File: src/rtl/divider_io_pkg.sv
// Shared types and constants for the array divider I/O wrapper: FSM states,
// the result record stored in the FIFO, and the saturation values.
package divider_io_pkg;

    typedef enum logic [1:0] {
        IDLE,
        SETTLE,
        WAIT_FIFO
    } state_t;

    typedef struct packed {
        logic [7:0] q;
        logic [7:0] r;
        logic       dz;
        logic       ovf;
    } result_t;

    localparam logic [7:0] Q_SAT = 8'hFF;
    localparam logic [7:0] R_OVF = 8'h00;

    // A quotient overflows 8 bits exactly when the dividend's upper byte
    // is not smaller than the divisor; only trust the array otherwise.
    function automatic result_t make_result(
        input logic [15:0] n,
        input logic [7:0]  d,
        input logic [7:0]  q_arr,
        input logic [7:0]  r_arr
    );
        result_t res;
        res.dz  = (d == 8'd0);
        res.ovf = !res.dz && (n[15:8] >= d);
        if (res.dz) begin
            res.q = Q_SAT;
            res.r = n[7:0];
        end else if (res.ovf) begin
            res.q = Q_SAT;
            res.r = R_OVF;
        end else begin
            res.q = q_arr;
            res.r = r_arr;
        end
        return res;
    endfunction

endpackage

File: src/rtl/divider_result_fifo.sv
// Small result FIFO with a show-ahead head; a push into a full FIFO is
// accepted when a pop happens on the same edge.
module divider_result_fifo
    import divider_io_pkg::*;
#(
    parameter int DEPTH = 2
) (
    input  logic    clk,
    input  logic    rst_n,
    input  logic    push,
    input  result_t push_data,
    input  logic    pop,
    output result_t head,
    output logic    full,
    output logic    empty
);
    localparam int AW = (DEPTH > 1) ? $clog2(DEPTH) : 1;

    logic [AW-1:0] wr_ptr_reg;
    logic [AW-1:0] rd_ptr_reg;
    logic [AW:0]   count_reg;
    result_t       mem [DEPTH];
    logic          pop_ok;
    logic          push_ok;

    assign full    = (count_reg == (AW+1)'(DEPTH));
    assign empty   = (count_reg == '0);
    assign pop_ok  = pop && !empty;
    assign push_ok = push && (!full || pop_ok);

    // Head is forced to zero when empty so outputs read 0 during reset.
    assign head = empty ? '0 : mem[rd_ptr_reg];

    always_ff @(posedge clk) begin
        if (push_ok) begin
            mem[wr_ptr_reg] <= push_data;
        end
    end

    always_ff @(posedge clk or negedge rst_n) begin
        if (!rst_n) begin
            wr_ptr_reg <= '0;
            rd_ptr_reg <= '0;
            count_reg  <= '0;
        end else begin
            if (push_ok) begin
                wr_ptr_reg <= wr_ptr_reg + 1'b1;
            end
            if (pop_ok) begin
                rd_ptr_reg <= rd_ptr_reg + 1'b1;
            end
            case ({push_ok, pop_ok})
                2'b10:   count_reg <= count_reg + 1'b1;
                2'b01:   count_reg <= count_reg - 1'b1;
                default: count_reg <= count_reg;
            endcase
        end
    end

endmodule

File: src/rtl/divider_array_io_stage.sv
// Operand/result wrapper around the external 16/8 array divider: registers
// operands, waits a settle time, then queues the flagged result.
module divider_array_io_stage
    import divider_io_pkg::*;
#(
    parameter int SETTLE_CYCLES = 1,
    parameter int FIFO_DEPTH    = 2,
    parameter int ERR_CNT_W     = 8
) (
    input  logic                 clk,
    input  logic                 rst_n,
    input  logic                 in_valid,
    output logic                 in_ready,
    input  logic [15:0]          in_n,
    input  logic [7:0]           in_d,
    output logic [15:0]          div_n_o,
    output logic [7:0]           div_d_o,
    input  logic [7:0]           div_q_i,
    input  logic [7:0]           div_r_i,
    output logic                 out_valid,
    input  logic                 out_ready,
    output logic [7:0]           out_q,
    output logic [7:0]           out_r,
    output logic                 out_dz,
    output logic                 out_ovf,
    output logic [ERR_CNT_W-1:0] err_count
);
    state_t                state_reg;
    logic                  in_ready_reg;
    logic [3:0]            cnt_reg;
    logic [15:0]           opn_reg;
    logic [7:0]            opd_reg;
    logic [ERR_CNT_W-1:0]  err_count_reg;

    result_t               cur_result;
    result_t               head;
    logic                  fifo_full;
    logic                  fifo_empty;
    logic                  pop;
    logic                  space;
    logic                  push;

    assign cur_result = make_result(opn_reg, opd_reg, div_q_i, div_r_i);
    assign pop        = !fifo_empty && out_ready;
    assign space      = !fifo_full || pop;

    always_comb begin
        push = 1'b0;
        if (((state_reg == SETTLE) && (cnt_reg == 4'd0)) || (state_reg == WAIT_FIFO)) begin
            push = space;
        end
    end

    always_ff @(posedge clk or negedge rst_n) begin
        if (!rst_n) begin
            state_reg     <= IDLE;
            in_ready_reg  <= 1'b0;
            cnt_reg       <= '0;
            opn_reg       <= '0;
            opd_reg       <= '0;
            err_count_reg <= '0;
        end else begin
            case (state_reg)
                IDLE: begin
                    if (in_ready_reg && in_valid) begin
                        opn_reg      <= in_n;
                        opd_reg      <= in_d;
                        cnt_reg      <= 4'(SETTLE_CYCLES - 1);
                        state_reg    <= SETTLE;
                        in_ready_reg <= 1'b0;
                    end else begin
                        in_ready_reg <= 1'b1;
                    end
                end
                SETTLE: begin
                    if (cnt_reg != 4'd0) begin
                        cnt_reg <= cnt_reg - 4'd1;
                    end else if (space) begin
                        state_reg    <= IDLE;
                        in_ready_reg <= 1'b1;
                    end else begin
                        state_reg <= WAIT_FIFO;
                    end
                end
                WAIT_FIFO: begin
                    if (space) begin
                        state_reg    <= IDLE;
                        in_ready_reg <= 1'b1;
                    end
                end
                default: begin
                    state_reg    <= IDLE;
                    in_ready_reg <= 1'b0;
                end
            endcase
            if (push && (cur_result.dz || cur_result.ovf) && (err_count_reg != '1)) begin
                err_count_reg <= err_count_reg + 1'b1;
            end
        end
    end

    divider_result_fifo #(
        .DEPTH(FIFO_DEPTH)
    ) u_fifo (
        .clk      (clk),
        .rst_n    (rst_n),
        .push     (push),
        .push_data(cur_result),
        .pop      (pop),
        .head     (head),
        .full     (fifo_full),
        .empty    (fifo_empty)
    );

    assign in_ready  = in_ready_reg;
    assign div_n_o   = opn_reg;
    assign div_d_o   = opd_reg;
    assign out_valid = !fifo_empty;
    assign out_q     = head.q;
    assign out_r     = head.r;
    assign out_dz    = head.dz;
    assign out_ovf   = head.ovf;
    assign err_count = err_count_reg;

endmodule

File: config.mk
export PLATFORM = sky130hd
export DESIGN_NAME = divider_array_io_stage
export DESIGN_NICKNAME = d
export VERILOG_FILES = /design/src/rtl/divider_io_pkg.sv /design/src/rtl/divider_result_fifo.sv /design/src/rtl/divider_array_io_stage.sv
export SDC_FILE = /design/constraint.sdc
export NUM_CORES = 1
export LEC_CHECK = 0
export CAP_MARGIN = 20
export CORE_MARGIN = 5
export CORE_UTILIZATION = 45
export CTS_CLUSTER_SIZE = 8
export DETAILED_ROUTE_END_ITERATION = 10
export HOLD_SLACK_MARGIN = 0.02
export PLACE_DENSITY = 0.79
export SYNTH_ARGS = -nofsm -noshare
export SYNTH_HDL_FRONTEND = slang
export SYNTH_HIERARCHICAL = 1
export SYNTH_SLANG_ARGS = --single-unit
File: constraint.sdc
create_clock -name clk -period 3.1 [get_ports clk]
set_clock_uncertainty 0.2 [all_clocks]
set_input_delay 0.62 -clock clk [delete_from_list [all_inputs] [get_ports clk]]
set_output_delay 0.62 -clock clk [all_outputs]
set_load 0.05 [all_outputs]
# Word-level counts from Yosys, hierarchy flattened
# Memories as Yosys holds them, arrays and structs flattened.
# Cells that the tools add are included.
[totals] register_bits=43 ramBits=36 out_inout_bits=52 n_memories=1
[memory_table] name="u_fifo.mem" words=2 word_bits=18 rd=1 rd_clocked_by_memory_dff=0 write_ports=1 line_no="divider_result_fifo.sv:22" source="result_t mem [DEPTH];"
[classes] add_sub_neg=6 order_cmp=1 eq_ne=10 n_mux=19 reduce_logical=25
[op_table] op="16-bit two-way mux" n=2
[op_table] op="18-bit two-way mux" n=1
[op_table] op="8-bit by 1-bit adder with 8-bit output, second input constant" n=1
[op_table] op="8-bit >= comparator" n=1
[op_table] op="1-bit logical AND" n=8
[op_table] op="8-bit logical NOT" n=1
[op_table] op="2-bit two-way mux" n=4
[op_table] op="4-bit two-way mux" n=2
[op_table] op="8-bit inequality test, second input constant" n=1
[op_table] op="4-bit one-hot mux with 2 select lines" n=1
[op_table] op="2-bit == test, second input constant" n=3
[op_table] op="1-bit two-way mux" n=6
[op_table] op="2-bit inequality test, second input constant" n=3
[op_table] op="2-bit one-hot mux with 3 select lines" n=1
[op_table] op="3-bit AND reduction" n=2
[op_table] op="2-bit by 1-bit == test with 1-bit output, second input constant" n=2
[op_table] op="2-bit logical NOT" n=2
[op_table] op="4-bit logical NOT" n=1
[op_table] op="1-bit logical OR" n=4
[op_table] op="2-bit one-hot mux with 2 select lines" n=1
[op_table] op="2-bit nonzero test" n=2
[op_table] op="4-bit nonzero test" n=1
[op_table] op="4-bit by 1-bit subtractor with 4-bit output, second input constant" n=1
[op_table] op="1-bit logical NOT" n=3
[op_table] op="6 further kinds" n=7

# Longest topological paths before layout
[depth] depth_word=8 ltp_mapped=8

# Modules after synthesis
# The synthesis kept the hierarchy.
[modules_own_cells] module="divider_array_io_stage" n_inst=1 cells_each=189 area_per_inst_um2=2155.8
[modules_own_cells] module="divider_result_fifo" n_inst=1 cells_each=98 area_per_inst_um2=1602.8

# Worst setup path after synthesis
# No wires, ideal clock.
[synth_timing] kind="flip-flop to flip-flop" from="reg u_fifo.count_reg[1]" to="mem u_fifo/mem[1][0] (netlist bit) (enable)" setup_time_ps=393 arrival_time_ps=2208 required_ps=2507 setup_slack_ps=300 stages_incl_launch_ff=8 n_path_buf=2 synth_period_minus_slack_ps=2800 cell_sequence="dfrtp_1 nor2_1 buf_4 buf_6 nand2b_1 a2bb2oi_2 o21ai_2 nor2_1"
[synth_via] elab_chain_len=8 elab_cells_between_ends=12 classes_between="eq/ne (1); mux (3); reduce/logical (8)"
[synth_rtl] item="from (decl)" line_no="divider_result_fifo.sv:21" source="logic [AW:0] count_reg;"
[synth_rtl] item="from (signal assigned)" line_no="divider_result_fifo.sv:53" source="2'b10: count_reg <= count_reg + 1'b1;"
[synth_rtl] item="from (signal assigned)" line_no="divider_result_fifo.sv:54" source="2'b01: count_reg <= count_reg - 1'b1;"
[synth_rtl] item="from (signal assigned)" line_no="divider_result_fifo.sv:55" source="default: count_reg <= count_reg;"
[synth_rtl] item="2-bit logical NOT" line_no="divider_result_fifo.sv:27" source="assign empty = (count_reg == '0);"
[synth_rtl] item="net fifo_empty" line_no="divider_array_io_stage.sv:38" source="logic fifo_empty;"
[synth_rtl] item="1-bit logical NOT" line_no="divider_array_io_stage.sv:44" source="assign pop = !fifo_empty && out_ready;"
[synth_rtl] item="1-bit logical AND" line_no="divider_array_io_stage.sv:44"
[synth_rtl] item="1-bit logical OR" line_no="divider_array_io_stage.sv:45" source="assign space = !fifo_full || pop;"
[synth_rtl] item="1-bit two-way mux" line_no="divider_array_io_stage.sv:49" source="if (((state_reg == SETTLE) && (cnt_reg == 4'd0)) || (state_reg == WAIT_FIFO)) begin"
[synth_rtl] item="net push" line_no="divider_array_io_stage.sv:41" source="logic push;"
[synth_rtl] item="1-bit logical AND" line_no="divider_result_fifo.sv:29" source="assign push_ok = push && (!full || pop_ok);"
[synth_rtl] item="1-bit two-way mux" line_no="divider_result_fifo.sv:35" source="if (push_ok) begin"
[synth_rtl] item="1-bit two-way mux (not written as such)" line_no="divider_result_fifo.sv:36" source="mem[wr_ptr_reg] <= push_data;"
[synth_rtl] item="to (decl)" line_no="divider_result_fifo.sv:22"
# The timed path passes the listed nets, and every way through them passes these cells.

# Final worst setup path
[layout_timing] from="reg u_fifo.count_reg[1]" to="out out_valid"
[layout_via] elab_chain_len=2
[layout_rtl] item="2-bit logical NOT" line_no="divider_result_fifo.sv:27"
[layout_rtl] item="net fifo_empty" line_no="divider_array_io_stage.sv:38"
[layout_rtl] item="1-bit logical NOT" line_no="divider_array_io_stage.sv:118" source="assign out_valid = !fifo_empty;"
[layout_rtl] item="to (decl)" line_no="divider_array_io_stage.sv:20" source="output logic out_valid,"
# The timed path passes the listed nets, and every way through them passes these cells.

==> impl_summary.log <==
[metrics] launching element type of the critical path: register
[metrics] worst slack after detailed placement: 0.408 ns
[metrics] syn_nets: between 300 and 400
[metrics] final setup TNS: 0 ns
[metrics] worst-case setup margin in the final layout: 0.497 ns
[metrics] endpoint kind of the worst setup timing path: primary output
[metrics] overall overflow remaining after global route: 0
[metrics] Syn Inst Count: 287
[metrics] largest register by flop count: u_fifo/mem
[metrics] worst hold path type: reg -> reg
[metrics] number of buffers added by the clock tree synthesis step: 9
[metrics] warnings from Yosys: 6
[metrics] detailed placement HPWL: 5700 um
[metrics] TritonCTS clock tree: done
[metrics] NumNets Final: 454
[metrics] Max-Slew Margin vs Limit: 64.0%
[metrics] critical path fanouts, max: 6
[metrics] leading register cell type out of synthesis: sky130_fd_sc_hd__dfrtp_1
[metrics] IO buf count: 95
[metrics] RSZ-0062 raised after global routing: no
[metrics] Pwr Density: approximately 1200 nW/um2
[metrics] post-CTS setup buffer count: 0
[metrics] Mapped Area: 3760 um2
[metrics] sinks on the clock net: 79
[metrics] # rows: 33
[metrics] post-route ant nets: 0
[metrics] Via-to-Cell Ratio: 5.04
[metrics] Clk Latency, worst-skew pair: 0.35 ns
[metrics] Layout Area Growth over Synthesis: 34.2%
[metrics] core footprint: 8180 um2
[metrics] DR vias: 2544
[metrics] max cap viols: 0
[metrics] global placer's final weighted congestion: 0.752
[metrics] share of post-route cells with drive strength above 1: between 20 and 25%
[metrics] required time at the endpoint of the critical path: around 2.3 ns
[metrics] post-synthesis register bit count: 79
[metrics] antenna violations before repair: 0
[metrics] proportion of power drawn by combinational gates: 57.6%
[metrics] worst vdd rail ir drop: 0.747 mV
[metrics] Switch Pwr: about 0.0029 W
[metrics] data arrival time of the critical path: ~1.8 ns
[metrics] CTS Root Cell: sky130_fd_sc_hd__clkbuf_8
[metrics] synth unique cells: 44
[metrics] Synth async-reset ratio: 54.4%
[metrics] sequential-to-total area share from yosys stat: 57.4%
[metrics] run status: complete, no violations
[metrics] number of max-slew violations in the final report: 0
[metrics] final-layout fill cell count: approximately 630
[metrics] post-route fraction of the period consumed by the critical path: 84.0%
[metrics] drt pass-1 iters: 4
[metrics] static leakage power: 2.13 nW
[metrics] final setup violation count: 0
[metrics] Tightest Pin Transition: ~0.54 ns
[metrics] via count of the first global-routing pass: 2629
[metrics] Net Sw Frac: 46.9%
[metrics] width of the die: 101 um
[metrics] starting density of the core: 46.0%
[metrics] Avg Cell Area, Syn: between 10 and 15 um2
[metrics] Post-Route WL: just under 8000 um
[metrics] final antenna diode count: 0
[metrics] sequential fraction of design power: about 30%
[metrics] clock power share: approximately 13%
[metrics] die footprint: around 10000 um2
[metrics] global-route total usage across every layer: 15.8%
[metrics] number of top-level pins: 96
[metrics] number of DRC violations after detailed routing: 0
[metrics] number of flip-flops in the largest register: 36
[metrics] number of DRC markers after the initial detailed-route iteration: 97
[metrics] Clock H-tree levels: 3
[metrics] minimum clock period after layout: 2.60 ns
[metrics] Post-synth EDFFs: 36
[metrics] largest net degree at the start of global routing: 25
[metrics] critical setup path kind: reg -> out
[metrics] first-pass GRT wire length: 12600 um
[metrics] Max Fclk: 384 MHz
[metrics] register clock-pin slew on the reported worst setup and hold paths: 0.08 ns
[metrics] vertical die dimension: 101 um
[metrics] share of the core filled with cells in the final layout: 61.7%
[metrics] number of endpoints with negative hold slack in the final report: 0
[metrics] detail-routed net length per standard cell: about 15 um
[metrics] internal power component: 0.00328 W
[metrics] maximum root-to-sink buffer count: 2
-- power groups by stage --
stage               Sequential, W  Clock [W]  Combinational, W
global placement          0.00185          0           0.00351
CTS                       0.00185   0.000792           0.00360
detailed placement        0.00186          0           0.00358
global route              0.00189   0.000842           0.00382
floorplan                 0.00247          0           0.00189
finish                    0.00184   0.000774           0.00356
-- synthesized netlist by cell type (2+ instances only) --
cell	number	share of area, %
sky130_fd_sc_hd__a21o_1	2	0.40
sky130_fd_sc_hd__a21oi_1	4	0.53
sky130_fd_sc_hd__a221o_1	2	0.53
sky130_fd_sc_hd__a22o_1	9	2.1
sky130_fd_sc_hd__and3_1	3	0.50
sky130_fd_sc_hd__buf_4	2	0.40
sky130_fd_sc_hd__buf_6	3	0.90
sky130_fd_sc_hd__clkbuf_1	3	0.30
sky130_fd_sc_hd__dfrtp_1	43	29
sky130_fd_sc_hd__edfxtp_1	36	29
sky130_fd_sc_hd__ha_1	15	5.0
sky130_fd_sc_hd__inv_1	16	1.6
sky130_fd_sc_hd__mux2_2	26	7.8
sky130_fd_sc_hd__mux2i_1	18	4.8
sky130_fd_sc_hd__nand2_1	12	1.2
sky130_fd_sc_hd__nand2b_1	10	1.7
sky130_fd_sc_hd__nand3_1	7	0.93
sky130_fd_sc_hd__nor2_1	22	2.2
sky130_fd_sc_hd__nor2_2	9	1.5
sky130_fd_sc_hd__nor3_1	2	0.27
sky130_fd_sc_hd__nor3_2	3	0.80
sky130_fd_sc_hd__nor3b_1	3	0.60
sky130_fd_sc_hd__o21a_1	2	0.40
sky130_fd_sc_hd__o21ai_0	6	0.80
sky130_fd_sc_hd__o21ai_2	2	0.47
sky130_fd_sc_hd__or4_4	2	0.60
sky130_fd_sc_hd__xnor2_1	2	0.47
sky130_fd_sc_hd__xor2_1	7	1.6
-- stage by stage --
| stage | area [um2] | power [W] | hold slack, ns | instances |
|---|---|---|---|---|
| floorplan | 3760 | 0.00435 | 0.124 | 287 |
| global route | 5040 | 0.00655 | 0.321 | 505 |
| finish | 5040 | 0.00617 | 0.285 | 505 |
| detailed placement | 4830 | 0.00545 | 0.280 | 488 |
| CTS | 5040 | 0.00624 | 0.291 | 505 |
| global placement | 4830 | 0.00536 | 0.262 | 488 |
-- layer usage --
| metal | part of all wire, % | track usage [%] | vias up |
|---|---|---|---|
| li1 | - | - | 1233 |
| met1 | 42 | 21.1 | 1209 |
| met2 | 48 | 24.9 | 90 |
| met3 | 8.1 | 4.27 | 12 |
| met4 | 1.9 | 6.03 | 0 |
| met5 | 0 | 0 | - |
-- repair_timing --
item,4_1_cts,5_1_grt
hold buffers,1,0
endpoints found under the hold margin,19,0
gates resized for setup,0,0
-- layout make-up --
class	count	area [um2]	share of cell area, %
sequential	79	2160	42.8
multi-input combinational	183	1480	29.4
timing repair buffer	106	1010	20.0
tap	105	131	2.60
clock buffer	9	124	2.46
clock inverter	7	77.6	1.54
inverter	16	60.1	1.19
-- layout by cell type, fill, tap and decap left out, types with 3 or more instances in the layout --
master,n
sky130_fd_sc_hd__a21oi_1,4
sky130_fd_sc_hd__a22o_1,9
sky130_fd_sc_hd__and3_1,3
sky130_fd_sc_hd__buf_4,26
sky130_fd_sc_hd__clkbuf_8,9
sky130_fd_sc_hd__clkdlybuf4s50_1,76
sky130_fd_sc_hd__dfrtp_1,43
sky130_fd_sc_hd__edfxtp_1,36
sky130_fd_sc_hd__ha_1,15
sky130_fd_sc_hd__inv_1,16
sky130_fd_sc_hd__inv_6,3
sky130_fd_sc_hd__mux2_2,26
sky130_fd_sc_hd__mux2i_1,18
sky130_fd_sc_hd__nand2_1,12
sky130_fd_sc_hd__nand2b_1,10
sky130_fd_sc_hd__nand3_1,7
sky130_fd_sc_hd__nor2_1,19
sky130_fd_sc_hd__nor2_2,12
sky130_fd_sc_hd__nor3_2,3
sky130_fd_sc_hd__nor3b_1,3
sky130_fd_sc_hd__o21ai_0,6
sky130_fd_sc_hd__xor2_1,7
-- cell families (layout without fill, tap and decap cells) --
kind of cell | after synthesis | count (layout) | synth area share (%)
muxes | 46 | 46 | 13.3
xor gates and xnor gates | 9 | 9 | 2.10
DFF | 79 | 79 | 57.4
and+or+nand+nor | 81 | 81 | 12.2
AOI/OAI and AO/OA | 32 | 32 | 6.69
adders and majority gates | 15 | 15 | 4.99
buffers and inverters | 25 | 138 | 3.33
-- final timing paths --
kind / slack (ns) / cells past startpoint / start / endpoint
worst max-delay path: 0.50 / 3 / u_fifo/count_reg[1] / out_valid
worst min-delay path: 0.29 / 1 / u_fifo/rd_ptr_reg / u_fifo/rd_ptr_reg
worst max register to register: 0.57 / 7 / state_reg[1] / u_fifo/mem[1][15]
worst min register to register: 0.29 / 1 / u_fifo/rd_ptr_reg / u_fifo/rd_ptr_reg
max in group asynchronous: 1.46 / 3 / rst_n / cnt_reg[1]
min in group asynchronous: 0.54 / 2 / rst_n / cnt_reg[0]
-- worst max-delay path: stages, from the launching register on --
cell and delay, ns:
sky130_fd_sc_hd__dfrtp_1 0.44, sky130_fd_sc_hd__nor2_2 0.24, sky130_fd_sc_hd__inv_1 0.06, sky130_fd_sc_hd__clkdlybuf4s50_1 0.70
Note: power is estimated with default switching activity, not from simulation.
==> RTL change, RTL diff (same flow settings) <==
Register the output `out_ovf`, without a reset; this adds one clock of latency there. The other outputs are not delayed to match.
--- a/src/rtl/divider_array_io_stage.sv
+++ b/src/rtl/divider_array_io_stage.sv
@@ -120,5 +120,7 @@
     assign out_r     = head.r;
     assign out_dz    = head.dz;
-    assign out_ovf   = head.ovf;
+    always_ff @(posedge clk) begin
+        out_ovf <= head.ovf;
+    end
     assign err_count = err_count_reg;
 
Check against the original RTL: not equivalent (a bounded check fails within 4 cycles, from zero or initial values and one cycle with rst_n low).
==> RTL change against the original RTL <==
- total power grew 1.6%
- sequential power is 2% higher
- worst setup slack lost 0.019 ns
- synthesized cell count is 0.35% higher
- final area grew 1.2%
- largest power group unchanged
- maximum frequency is 0.74% lower
- clock power rose by 15%
- core utilization grew 0.44 points
- synthesized area increased by 0.53%
- routed wire length grew 2.4%
- sequential cell count increased by 1
- critical endpoint is now u_fifo/mem[0][17]
==> RTL change: results (changes against the original RTL) <==
Route:
- The initial detailed-routing violation count is 100 (+3.1%).
- The routed length per placed instance is 15.80 µm (+2.2%).
- The met1 routed wirelength after detailed routing is 3323 µm (+0.24%).
- The total met3 wirelength after detailed routing is 593 µm (-6.5%).
- The via total after detailed routing is 2545 (+0.039%).

Yosys:
- The synthesized-area fraction occupied by ao, oa, aoi and oai cells was 0.06656 (-0.0003545).
- Ranked by total cell area, the synthesized netlist is headed by sky130_fd_sc_hd__edfxtp_1, sky130_fd_sc_hd__dfrtp_1, sky130_fd_sc_hd__mux2_2.
- The XOR/XNOR share of the synthesized area was 0.02086 (-0.0001111).
- The cell area after synthesis is 3779 µm² (+0.53%).
- The number of library cell types mapped by synthesis is 45 (+2.3%).
- The net count of the mapped netlist is 347 (+0.29%).
- The multiplexer share of the synthesized area was 0.1321 (-0.0007037).
- The fraction of the yosys area taken by sequential cells was 0.5762 (+0.002257).
- The cell count after synthesis is 288 (+0.35%).

Placed design:
- The pre-CTS setup slack is 0.4746 ns (+0.06620 ns).
- The final weighted congestion of routability-driven global placement came to 0.7326 (-2.6%).

Finish:
- The number of fillers in the final layout is 655 (+3.8%).
- The layout cell share with drive strength beyond 1 is 0.2344 (-0.008086).
- Relative to the synthesized area, the layout overhead comes to 35.13%.
- The post-route non-filler standard cell count is 506 (+0.20%).

Worst setup path:
- The signal arrival time at the worst endpoint is 2.52 ns (+0.74 ns).
- On the critical path the largest part of the delay comes from compound AO/OA/AOI/OAI gates.
- On the critical path, the stage with the largest delay is an instance of sky130_fd_sc_hd__a211oi_4.
- The delay of the slowest critical-path stage is 0.44 ns (-0.26 ns).

Global route:
- The wire length of the first global-routing pass is 12970 µm (+2.5%).
- The met2 capacity usage during global routing is 0.2741 (+0.02515).
- The met1 global-route usage came to 0.1979 (-0.01270).
- The number of global-route vias before repair is 2672 (+1.6%).
- The largest net degree at the start of global routing is 44 (+76%).

Power and ir drop:
- The worst supply voltage drop on vdd is 650.3 µV (-13%).
- The switching power total is 0.002899 W (+0.24%).
- The design internal power was 0.003373 W (+2.8%).

Status:
- The flow ran to the end, and the final reports show no timing, DRC or antenna violations.

Hold path:
- The cell count of the worst hold path came to 2 (+1).

Clock tree:
- The quantity of hold-fixing buffers added after cts is 0 (-1).
RTL change: changes by cell type after synthesis, sizes merged:
| cell | before | now |
|---|---|---|
| dfxtp | 0 | 1 |
RTL change: layout make-up:
class	count	area share
sequential	80	0.4264
multi-input combinational	183	0.2896
timing repair buffer	106	0.2009
tap	105	0.02573
clock buffer	9	0.02426
clock inverter	7	0.02132
inverter	16	0.01176
RTL change: path summary, 6_finish.rpt:
check                                 start           endpoint  slack [ns]
setup / recovery                 div_d_o[6]  u_fifo/mem[0][17]        0.48
hold / removal             u_fifo/mem[0][0]            out_ovf        0.28
setup reg to reg                 div_d_o[6]  u_fifo/mem[0][17]        0.48
hold reg to reg            u_fifo/mem[0][0]            out_ovf        0.28
max in group asynchronous             rst_n  u_fifo/rd_ptr_reg        1.75
min in group asynchronous             rst_n       state_reg[0]        0.47
